$ cat src/rtl/uart_pkg.sv
// uart_pkg: shared UART definitions for the RX and TX sides.
//   rx_state_e        receiver FSM states
//   prescale_calc     clocks per oversample tick, rounded to nearest
//   majority_of_three 2-of-3 vote used for mid-bit sampling
package uart_pkg;
   typedef enum logic [2:0] {IDLE, START, DATA, STOP, WAIT_HI} rx_state_e;

   function automatic int prescale_calc(input int clk_hz, input int baud, input int os);
      return (clk_hz + (baud * os) / 2) / (baud * os);
   endfunction

   function automatic logic majority_of_three(input logic a, input logic b, input logic c);
      return (a & b) | (a & c) | (b & c);
   endfunction
endpackage

$ cat src/rtl/uart_baud_tick.sv
// uart_baud_tick: emits a one-cycle tick every Prescale clocks.
//   clk_i   core clock
//   reset_i synchronous active-high reset
//   clr_i   restarts the period so the next tick lands Prescale clocks later
//   tick_o  one-cycle tick
module uart_baud_tick #(
   parameter int Prescale = 17
) (
   input  logic clk_i,
   input  logic reset_i,
   input  logic clr_i,
   output logic tick_o
);
   localparam int W = Prescale > 1 ? $clog2(Prescale) : 1;

   logic [W-1:0] cnt;

   assign tick_o = cnt == W'(Prescale - 1);

   always_ff @(posedge clk_i)
      if (reset_i || clr_i || tick_o) cnt <= '0;
      else cnt <= cnt + 1'b1;
endmodule

$ cat src/rtl/uart_rx_oversample.sv
// uart_rx_oversample: 8N1 UART receiver, 16x oversampled, 3-sample mid-bit vote.
//   clk_i         core clock
//   reset_i       synchronous active-high reset
//   rx_i          raw asynchronous RX line, idle high
//   data_o        received byte, LSB first on the line
//   valid_o       data_o holds an unconsumed byte
//   ready_i       consumer takes data_o when valid_o & ready_i
//   framing_err_o one-cycle pulse: stop bit voted low
//   overrun_o     one-cycle pulse: byte completed while holding register full
//   busy_o        receiver FSM not idle
module uart_rx_oversample
   import uart_pkg::*;
#(
   parameter int ClkFreqHz  = 31_500_000,
   parameter int BaudRate   = 115_200,
   parameter int Oversample = 16
) (
   input  logic       clk_i,
   input  logic       reset_i,
   input  logic       rx_i,
   output logic [7:0] data_o,
   output logic       valid_o,
   input  logic       ready_i,
   output logic       framing_err_o,
   output logic       overrun_o,
   output logic       busy_o
);
   localparam int Prescale = prescale_calc(ClkFreqHz, BaudRate, Oversample);
   localparam int Half     = Oversample / 2;
   localparam int SW       = $clog2(Oversample);

   rx_state_e state, state_n;
   logic          sync1, rx_s, rx_prev, tick, v0, v1, maj;
   logic          start_det, vote, wrap, done, ferr;
   logic [SW-1:0] s, samp;
   logic [2:0]    nbit;
   logic [7:0]    shift;

   uart_baud_tick #(.Prescale(Prescale)) baud (
      .clk_i  (clk_i),
      .reset_i(reset_i),
      .clr_i  (start_det),
      .tick_o (tick)
   );

   // The start-detect cycle is sample 0; samp is the index of the sample taken on this tick.
   assign samp      = (s == SW'(Oversample - 1)) ? '0 : s + 1'b1;
   assign start_det = state == IDLE && rx_prev && !rx_s;
   assign vote      = tick && samp == SW'(Half + 1);
   assign wrap      = tick && samp == '0;
   assign maj       = majority_of_three(v0, v1, rx_s);
   assign done      = state == STOP && vote && maj;
   assign ferr      = state == STOP && vote && !maj;
   assign busy_o    = state != IDLE;

   always_comb begin
      state_n = state;
      case (state)
         IDLE:    state_n = start_det ? START : IDLE;
         START:   state_n = vote && maj ? IDLE : wrap ? DATA : START;
         DATA:    state_n = wrap && nbit == 3'd7 ? STOP : DATA;
         STOP:    state_n = vote ? (maj ? IDLE : WAIT_HI) : STOP;
         WAIT_HI: state_n = rx_s ? IDLE : WAIT_HI;
         default: state_n = IDLE;
      endcase
   end

   always_ff @(posedge clk_i) begin
      if (reset_i) begin
         sync1         <= 1'b1;
         rx_s          <= 1'b1;
         rx_prev       <= 1'b1;
         state         <= IDLE;
         s             <= '0;
         nbit          <= '0;
         v0            <= 1'b0;
         v1            <= 1'b0;
         shift         <= '0;
         data_o        <= '0;
         valid_o       <= 1'b0;
         framing_err_o <= 1'b0;
         overrun_o     <= 1'b0;
      end else begin
         sync1         <= rx_i;
         rx_s          <= sync1;
         rx_prev       <= rx_s;
         state         <= state_n;
         framing_err_o <= ferr;
         overrun_o     <= done && valid_o && !ready_i;
         if (start_det) begin
            s    <= '0;
            nbit <= '0;
         end else if (tick) begin
            s <= samp;
            if (samp == SW'(Half - 1)) v0 <= rx_s;
            if (samp == SW'(Half)) v1 <= rx_s;
            if (state == DATA && vote) shift <= {maj, shift[7:1]};
            if (state == DATA && wrap) nbit <= nbit + 1'b1;
         end
         if (done && (!valid_o || ready_i)) begin
            data_o  <= shift;
            valid_o <= 1'b1;
         end else if (valid_o && ready_i) begin
            valid_o <= 1'b0;
         end
      end
   end
endmodule

$ cat config.mk
export PLATFORM = sky130hd
export DESIGN_NAME = uart_rx_oversample
export DESIGN_NICKNAME = d
export VERILOG_FILES = /design/src/rtl/uart_pkg.sv /design/src/rtl/uart_baud_tick.sv /design/src/rtl/uart_rx_oversample.sv
export SDC_FILE = /design/constraint.sdc
export NUM_CORES = 1
export LEC_CHECK = 0
export ABC_AREA = 1
export CAP_MARGIN = 20
export CORE_MARGIN = 10
export CORE_UTILIZATION = 58
export CTS_CLUSTER_SIZE = 14
export DETAILED_ROUTE_END_ITERATION = 12
export PLACE_DENSITY = 0.8
export SYNTH_ARGS = -nofsm -noshare
export SYNTH_HDL_FRONTEND = slang
export SYNTH_HIERARCHICAL = 1
export SYNTH_SLANG_ARGS = --single-unit
$ cat constraint.sdc
create_clock -name clk_i -period 4.3 [get_ports clk_i]
set_input_delay 0.43 -clock clk_i [delete_from_list [all_inputs] [get_ports clk_i]]
set_output_delay 0.43 -clock clk_i [all_outputs]
set_load 0.05 [all_outputs]
==> metrics.md, run 1 <==
| Metric | Value |
|---|---|
| Post-synth top area cell | `dfxtp_1` |
| Fmax | `0.443 GHz` |
| Setup TNS | `0 ns` |
| Post-synth EDFFs | `0` |
| Register bit total from synthesis | `39` |
| Unrepaired setup endpoints after global routing | `no` |
| Clock latency on the worst-skew pair | `between 0.3 and 0.4 ns` |
| Hold_buf cts | `0` |
| Die ar. | `5860 µm²` |
| Pin count of the biggest net entering global routing | `24` |
| NumNets Final | `~270` |
| Post-CTS setup buffers | `0` |
| DPL Wire Length | `2390 µm` |
| Multi-input gate area | `902 µm²` |
| Vias in the first global route | `1,344` |
| Ports | `16` |
| Post-synthesis mux area share | `0%` |
| Critical path peak fanout | `4` |
| CP max stage delay | `just over 0.8 ns` |
| Vias | `1,462` |
| Clock root cell | `clkbuf_4` |
| Cell area after synthesis | `between 1500 and 2000 µm²` |
| Synth Area per Inst | `7.80 µm²` |
| R2R Setup Slk | `2.34 ns` |
| Flop pwr share | `52.6%` |
| CP endpoint kind | `primary output` |
| Post-CTS Resized | `0` |
| Cell Count Post-Placement | `292` |
| Top-count cell post-synth | `dfxtp_1` |
| Period minus WS final | `approximately 2.3 ns` |
| Total Wirelength | `3230 µm` |
| Main flop type after synthesis | `dfxtp_1` |
| Initial core utilization | `60.8%` |
| Row count | `20` |
| VDD IR max | `223 µV` |
| Adder-Cell Fraction of Synth Area | `about 5.4%` |
| Max Cap Viol | `0` |
| Register area share after synthesis | `between 40% and 50%` |
| Combinational family with the most area after synthesis | `simple AND/OR/NAND/NOR gates` |
| PD cells | `around 330 nW/µm²` |
| DIE HEIGHT | `76.6 µm` |
| Total gr overflow | `0` |
| Clock-pin slew on the worst setup and hold paths | `0.11 ns` |
| Post-synthesis cell type count | `30` |
| Asr flop ratio synth | `0%` |
| Initial antenna violation count | `0` |
| Req. time, crit path | `3.87 ns` |
| Total CTS buffers | `5` |
| Status | `complete, no violations` |
| Port Buffers | `15` |
| Crit-path slowest cell | `clkdlybuf4s50_1` |
| Seq. cell area | `between 700 and 800 µm²` |
| Slew Viols, Final | `0` |
| Synth top area share | `42.1%` |
| Layout area overhead | `14.9%` |
| Internal power | `about 0.00056 W` |
| Max-slew headroom | `62.8%` |
| Switch Pwr | `between 0.0001 and 0.00015 W` |
| First drt pass iteration count | `5` |
| Final setup fails | `0` |
| Area contributors post-synth | `dfxtp_1, inv_1, nand2_1` |
| Synth Area in Compound Gates | `about 10%` |
| DR iter-0 viols | `~110` |
| CTS Buffer Depth | `2` |
| Layout cells sized above 1 | `12.5%` |
| Final std cells w/o fill | `300` |
| Routed len/inst | `10.8 µm` |
| Final Util | `between 60% and 70%` |
| Hold WS | `0.426 ns` |
| Sinks on Clock Net | `39` |
| Most frequent cells after synthesis | `dfxtp_1, inv_1, nand2_1, nor2_1, nand3_1` |
| Setup crit start kind | `flip-flop` |
| Syn Inst Count | `238` |
| Post-route clock period utilization | `between 50 and 60%` |
| Skew final | `between 0.01 and 0.015 ns` |
| Syn_nets | `250` |
| Post-synthesis xor/xnor area fraction | `0.472%` |
| Synthesis Warnings | `6` |
| HP Class | `flip-flop to flip-flop` |
| Gpl congestion | `0.830` |
| First-pass GRT wire length | `6080 µm` |
| H-tree depth | `2` |
| Core area | `3050 µm²` |
| Fill cells | `260` |
| CTS tree | `built` |
| Combinational power share | `3.9%` |
| P_leak | `0.823 nW` |
| GRT Total Usage | `between 10% and 20%` |
| N_diodes | `0` |
| Worst Path Arrival | `1.83 ns` |
| Cell chain of the critical path | `inv_1, nand3_1, clkdlybuf4s50_1` |
| Final antenna-violating net count | `0` |
| Final Hold Fails | `0` |
| Proportion of power drawn by the clock network | `43.5%` |
| Post-Synth Simple-Gate Area | `32.4%` |
| Worst-margin pin slew | `0.557 ns` |
| Die W | `about 77 µm` |
| DRC Markers | `0` |
| Vias per cell | `4.87` |
| Sw Ratio | `20.6%` |
| CP Class | `flip-flop to primary output` |
-- critical path: cells and delay by family (launching register included) --
| kind | cells | cell delay, ns |
|---|---|---|
| DFF | 1 | 0.43 |
| and+or+nand+nor | 1 | 0.14 |
| buffers and inverters | 2 | 0.92 |
-- layout by cell type, fill, tap and decap left out, drive strengths merged --
master,instances
dfxtp,39
bufinv,2
o21ai,14
nand2,39
nand4,7
nor2,36
nand3,25
a21oi,19
clkbuf,5
clkinvlp,1
ha,8
nor4,1
nor3,3
or2,2
a211oi,2
clkdlybuf4s50,15
inv,37
xnor2,1
-- through the flow --
step / worst slack, ns / total power (W) / area, µm²
global route: 1.97 / 0.000726 / 2130
detailed placement: 2.19 / 0.000405 / 2030
floorplan: 2.63 / 0.000395 / 1860
finish: 2.04 / 0.000701 / 2130
global placement: 2.26 / 0.000403 / 2030
CTS: 2.02 / 0.000706 / 2130
-- cell type report --
cell class	count	share of cell area, %
clock buffer	5	1.76
multi-input combinational	157	42.3
inverter	37	6.51
clock inverter	3	3.17
sequential	39	36.6
tap	44	2.58
timing repair buffer	15	7.04
-- power groups by stage --
stage	registers [W]	logic (W)	clock network [W]
2_1_floorplan	0.000376	0.0000193	0
4_1_cts	0.000369	0.0000282	0.000309
6_report	0.000369	0.0000276	0.000305
3_3_place_gp	0.000377	0.0000266	0
5_1_grt	0.000369	0.0000321	0.000325
3_5_place_dp	0.000377	0.0000278	0
-- registers in the layout, indices dropped and copies added (netlist names), 3 cells and up --
signal / flops
nbit: 3
shift: 8
data_o: 8
s: 4
baud/cnt: 5
state: 3
-- final timing paths --
check / cells past startpoint / end / start
hold / removal: 1 / rx_s / sync1
setup reg to reg: 13 / data_o[0] / baud/cnt[0]
hold reg to reg: 1 / rx_s / sync1
setup / recovery: 3 / busy_o / state[2]
-- cell families after synthesis --
group / after synthesis
flip-flops: 39
XOR/XNOR: 1
buffers and inverters: 42
AO/OA/AOI/OAI: 35
AND/OR/NAND/NOR: 113
adder cells (fa/ha/maj): 8
-- layer usage --
layer	part of all wire, %	GRT usage, %	vias to the layer above	wire length, µm
met4	0.99	4.46	0	32
met1	45	14.0	642	1440
met5	0	0	-	0
li1	-	-	794	-
met2	49	20.2	22	1590
met3	5.4	5.31	4	173
(Power assumes the default switching activity.)
==> inputs of run 2 (changes only) <==
Settings changed: CORE_UTILIZATION 58 to 51, PLACE_DENSITY 0.8 to 0.75.
Clock period 4.3 ns to 1.9 ns, I/O delays scaled along.
==> metrics.md, run 2 (synthesized netlist as in run 1, its figures left out) <==
| Metric | Value |
|---|---|
| Status | `complete, no violations` |
| Fill cells | `333 (+28%)` |
| Met3 Usage GRT | `4.12% (-1.2 points)` |
| H-tree depth | `2 (unchanged)` |
| DRC Markers | `0 (unchanged)` |
| Crit-path slowest cell | `dfxtp_1` |
| Source of the worst hold timing path | `rx_i` |
| First drt pass iteration count | `5 (unchanged)` |
| CP Class | `flip-flop to flip-flop` |
| CTS Buffer Depth | `2 (unchanged)` |
| PD cells | `737 nW/µm² (+120%)` |
| Worst Path Arrival | `1.96 ns (+0.13 ns)` |
| GR Util met1 | `11.9% (-2.1 points)` |
| FF-to-FF path depth | `10 (-3)` |
| Setup crit start kind | `flip-flop` |
| FF-to-FF Start | `s[1]` |
| Total Wirelength | `3360 µm (+3.9%)` |
| GRT Total Usage | `11.5% (-0.86 points)` |
| Worst Hold Endpoint | `sync1` |
| Final Hold Fails | `0 (unchanged)` |
| Clock latency on the worst-skew pair | `0.35 ns (about the same)` |
| Unrepaired setup endpoints after global routing | `no` |
| DR iter-0 viols | `65 (-40%)` |
| Slew Viols, Final | `0 (unchanged)` |
| Multi-input gate area | `902 µm² (unchanged)` |
| Max-slew headroom | `62.4% (-0.42 points)` |
| Clock root cell | `clkbuf_4` |
| Max Cap Viol | `0 (unchanged)` |
| Biggest regs | `data_o (8), shift (8), baud/cnt (5)` |
| Vias | `1,506 (+3.0%)` |
| Post-CTS setup buffers | `0 (unchanged)` |
| Ports | `16 (unchanged)` |
| Most frequent cells in the layout | `dfxtp_1, inv_1, nand2_1` |
| Die ar. | `6450 µm² (+10%)` |
| Row count | `21 (+5.0%)` |
| Grt met2 use | `20.0% (-0.17 points)` |
| WP buf/inv | `1 (-1)` |
| Pin count of the biggest net entering global routing | `23 (-4.2%)` |
| Core area | `3420 µm² (+12%)` |
| Cell chain of the critical path | `ha_1, inv_1, nand2_2, nand2_4, nor2_8, nand3_2, nor2_4, nand3_1, nand2_1, nor2_1` |
| HP Class | `primary input to flip-flop` |
| DPL Wire Length | `2550 µm (+6.5%)` |
| Initial antenna violation count | `0 (unchanged)` |
| Vias per cell | `4.95 (+1.7%)` |
| Worst-margin pin slew | `0.561 ns (+0.00323 ns)` |
| First-pass GRT wire length | `5910 µm (-2.8%)` |
| Post-route clock period utilization | `89.5%` |
| Top Usage Layer GRT | `met2` |
| RR Endpoint | `data_o[1]` |
| Hold Path Stages | `2 (+1)` |
| Layout cells sized above 1 | `14.0% (+1.5 points)` |
| VDD IR max | `549 µV (+150%)` |
| Initial core utilization | `54.3% (-6.5 points)` |
| Fmax | `about 0.6 GHz` |
| Port Buffers | `15 (unchanged)` |
| Hold_buf cts | `0 (unchanged)` |
| Total gr overflow | `0 (unchanged)` |
| Final WS setup | `0.200 ns (-1.84 ns)` |
| Req. time, crit path | `2.16 ns (-1.71 ns)` |
| Critical path peak fanout | `8 (+4)` |
| CP max stage delay | `0.46 ns (-0.37 ns)` |
| Final setup fails | `0 (unchanged)` |
| Total CTS buffers | `5 (unchanged)` |
| P_leak | `0.836 nW (+1.7%)` |
| CTS tree | `built` |
| N_diodes | `0 (unchanged)` |
| Gpl congestion | `0.782 (-5.8%)` |
| Setup TNS | `0 ns (unchanged)` |
| Vias in the first global route | `1,453 (+8.1%)` |
| Commonest non-fill, non-tap cell in the layout | `dfxtp_1` |
| Die W | `80.3 µm (+4.9%)` |
| Clock-pin slew on the worst setup and hold paths | `0.12 ns (about the same)` |
| Sinks on Clock Net | `39 (unchanged)` |
| DIE HEIGHT | `80.3 µm (+4.9%)` |
| Crit-path leading delay family | `simple AND/OR/NAND/NOR gates` |
| Final antenna-violating net count | `0 (unchanged)` |
| Seq. cell area | `783 µm² (+0.32%)` |
| CP endpoint kind | `flip-flop` |
| Layout area overhead | `15.6%` |
| Crit path launch | `s[1]` |
| NumNets Final | `269 (+0.75%)` |
| R2R Setup Slk | `0.20 ns (-2.14 ns)` |
| Period minus WS final | `1.70 ns` |
| Skew final | `0.0128 ns (-0.00184 ns)` |
| Routed len/inst | `11.0 µm (+2.5%)` |
| Pre-CTS setup slack | `0.181 ns (-2.01 ns)` |
run 2: repair_timing:
action | CTS | global route
resized for setup | 0 | 2
endpoints found under the hold margin | 0 | 0
setup endpoints to repair | 0 | 4
run 2: worst max path at each step:
stage,to,slack [ns],cells after the start
after floorplan,data_o[0],0.23,14
after global placement,data_o[1],0.24,13
after detailed placement,data_o[1],0.18,10
after CTS,data_o[1],0.16,10
after global routing,nbit[2],0.003,13
final,data_o[1],0.20,10
run 2: layer usage:
metal,routed length (µm),up-vias,part of all wire (%)
li1,-,803,-
met1,1500,675,45
met2,1590,22,47
met3,212,6,6.3
met4,59,0,1.8
met5,0,-,0
run 2: area by class of cell:
type / instances / share of cell area, %
multi-input combinational: 157 / 42.0
sequential: 39 / 36.5
timing repair buffer: 17 / 7.58
inverter: 37 / 6.47
clock inverter: 2 / 2.80
tap: 46 / 2.68
clock buffer: 6 / 1.92
run 2: stage by stage:
| stage | hold WS, ns | cells | utilization, % | instance area (µm²) | power, W |
|---|---|---|---|---|---|
| 5_1_grt | 0.389 | 304 | 62.8 | 2150 | 0.00163 |
| 3_3_place_gp | 0.392 | 296 | 59.8 | 2040 | 0.000915 |
| 4_1_cts | 0.389 | 304 | 62.7 | 2140 | 0.00159 |
| 2_1_floorplan | 0.259 | 238 | - | 1860 | 0.000895 |
| 6_report | 0.396 | 304 | 62.8 | 2150 | 0.00158 |
| 3_5_place_dp | 0.402 | 296 | 59.8 | 2040 | 0.000916 |
run 2: power breakdown:
part | total, W | switching (W) | leakage (nW) | internal [W]
Clock | 0.000684 | 0.000274 | 0.0525 | 0.000411
Combinational | 0.0000621 | 0.0000383 | 0.468 | 0.0000238
Sequential | 0.000835 | 0.00000851 | 0.316 | 0.000827
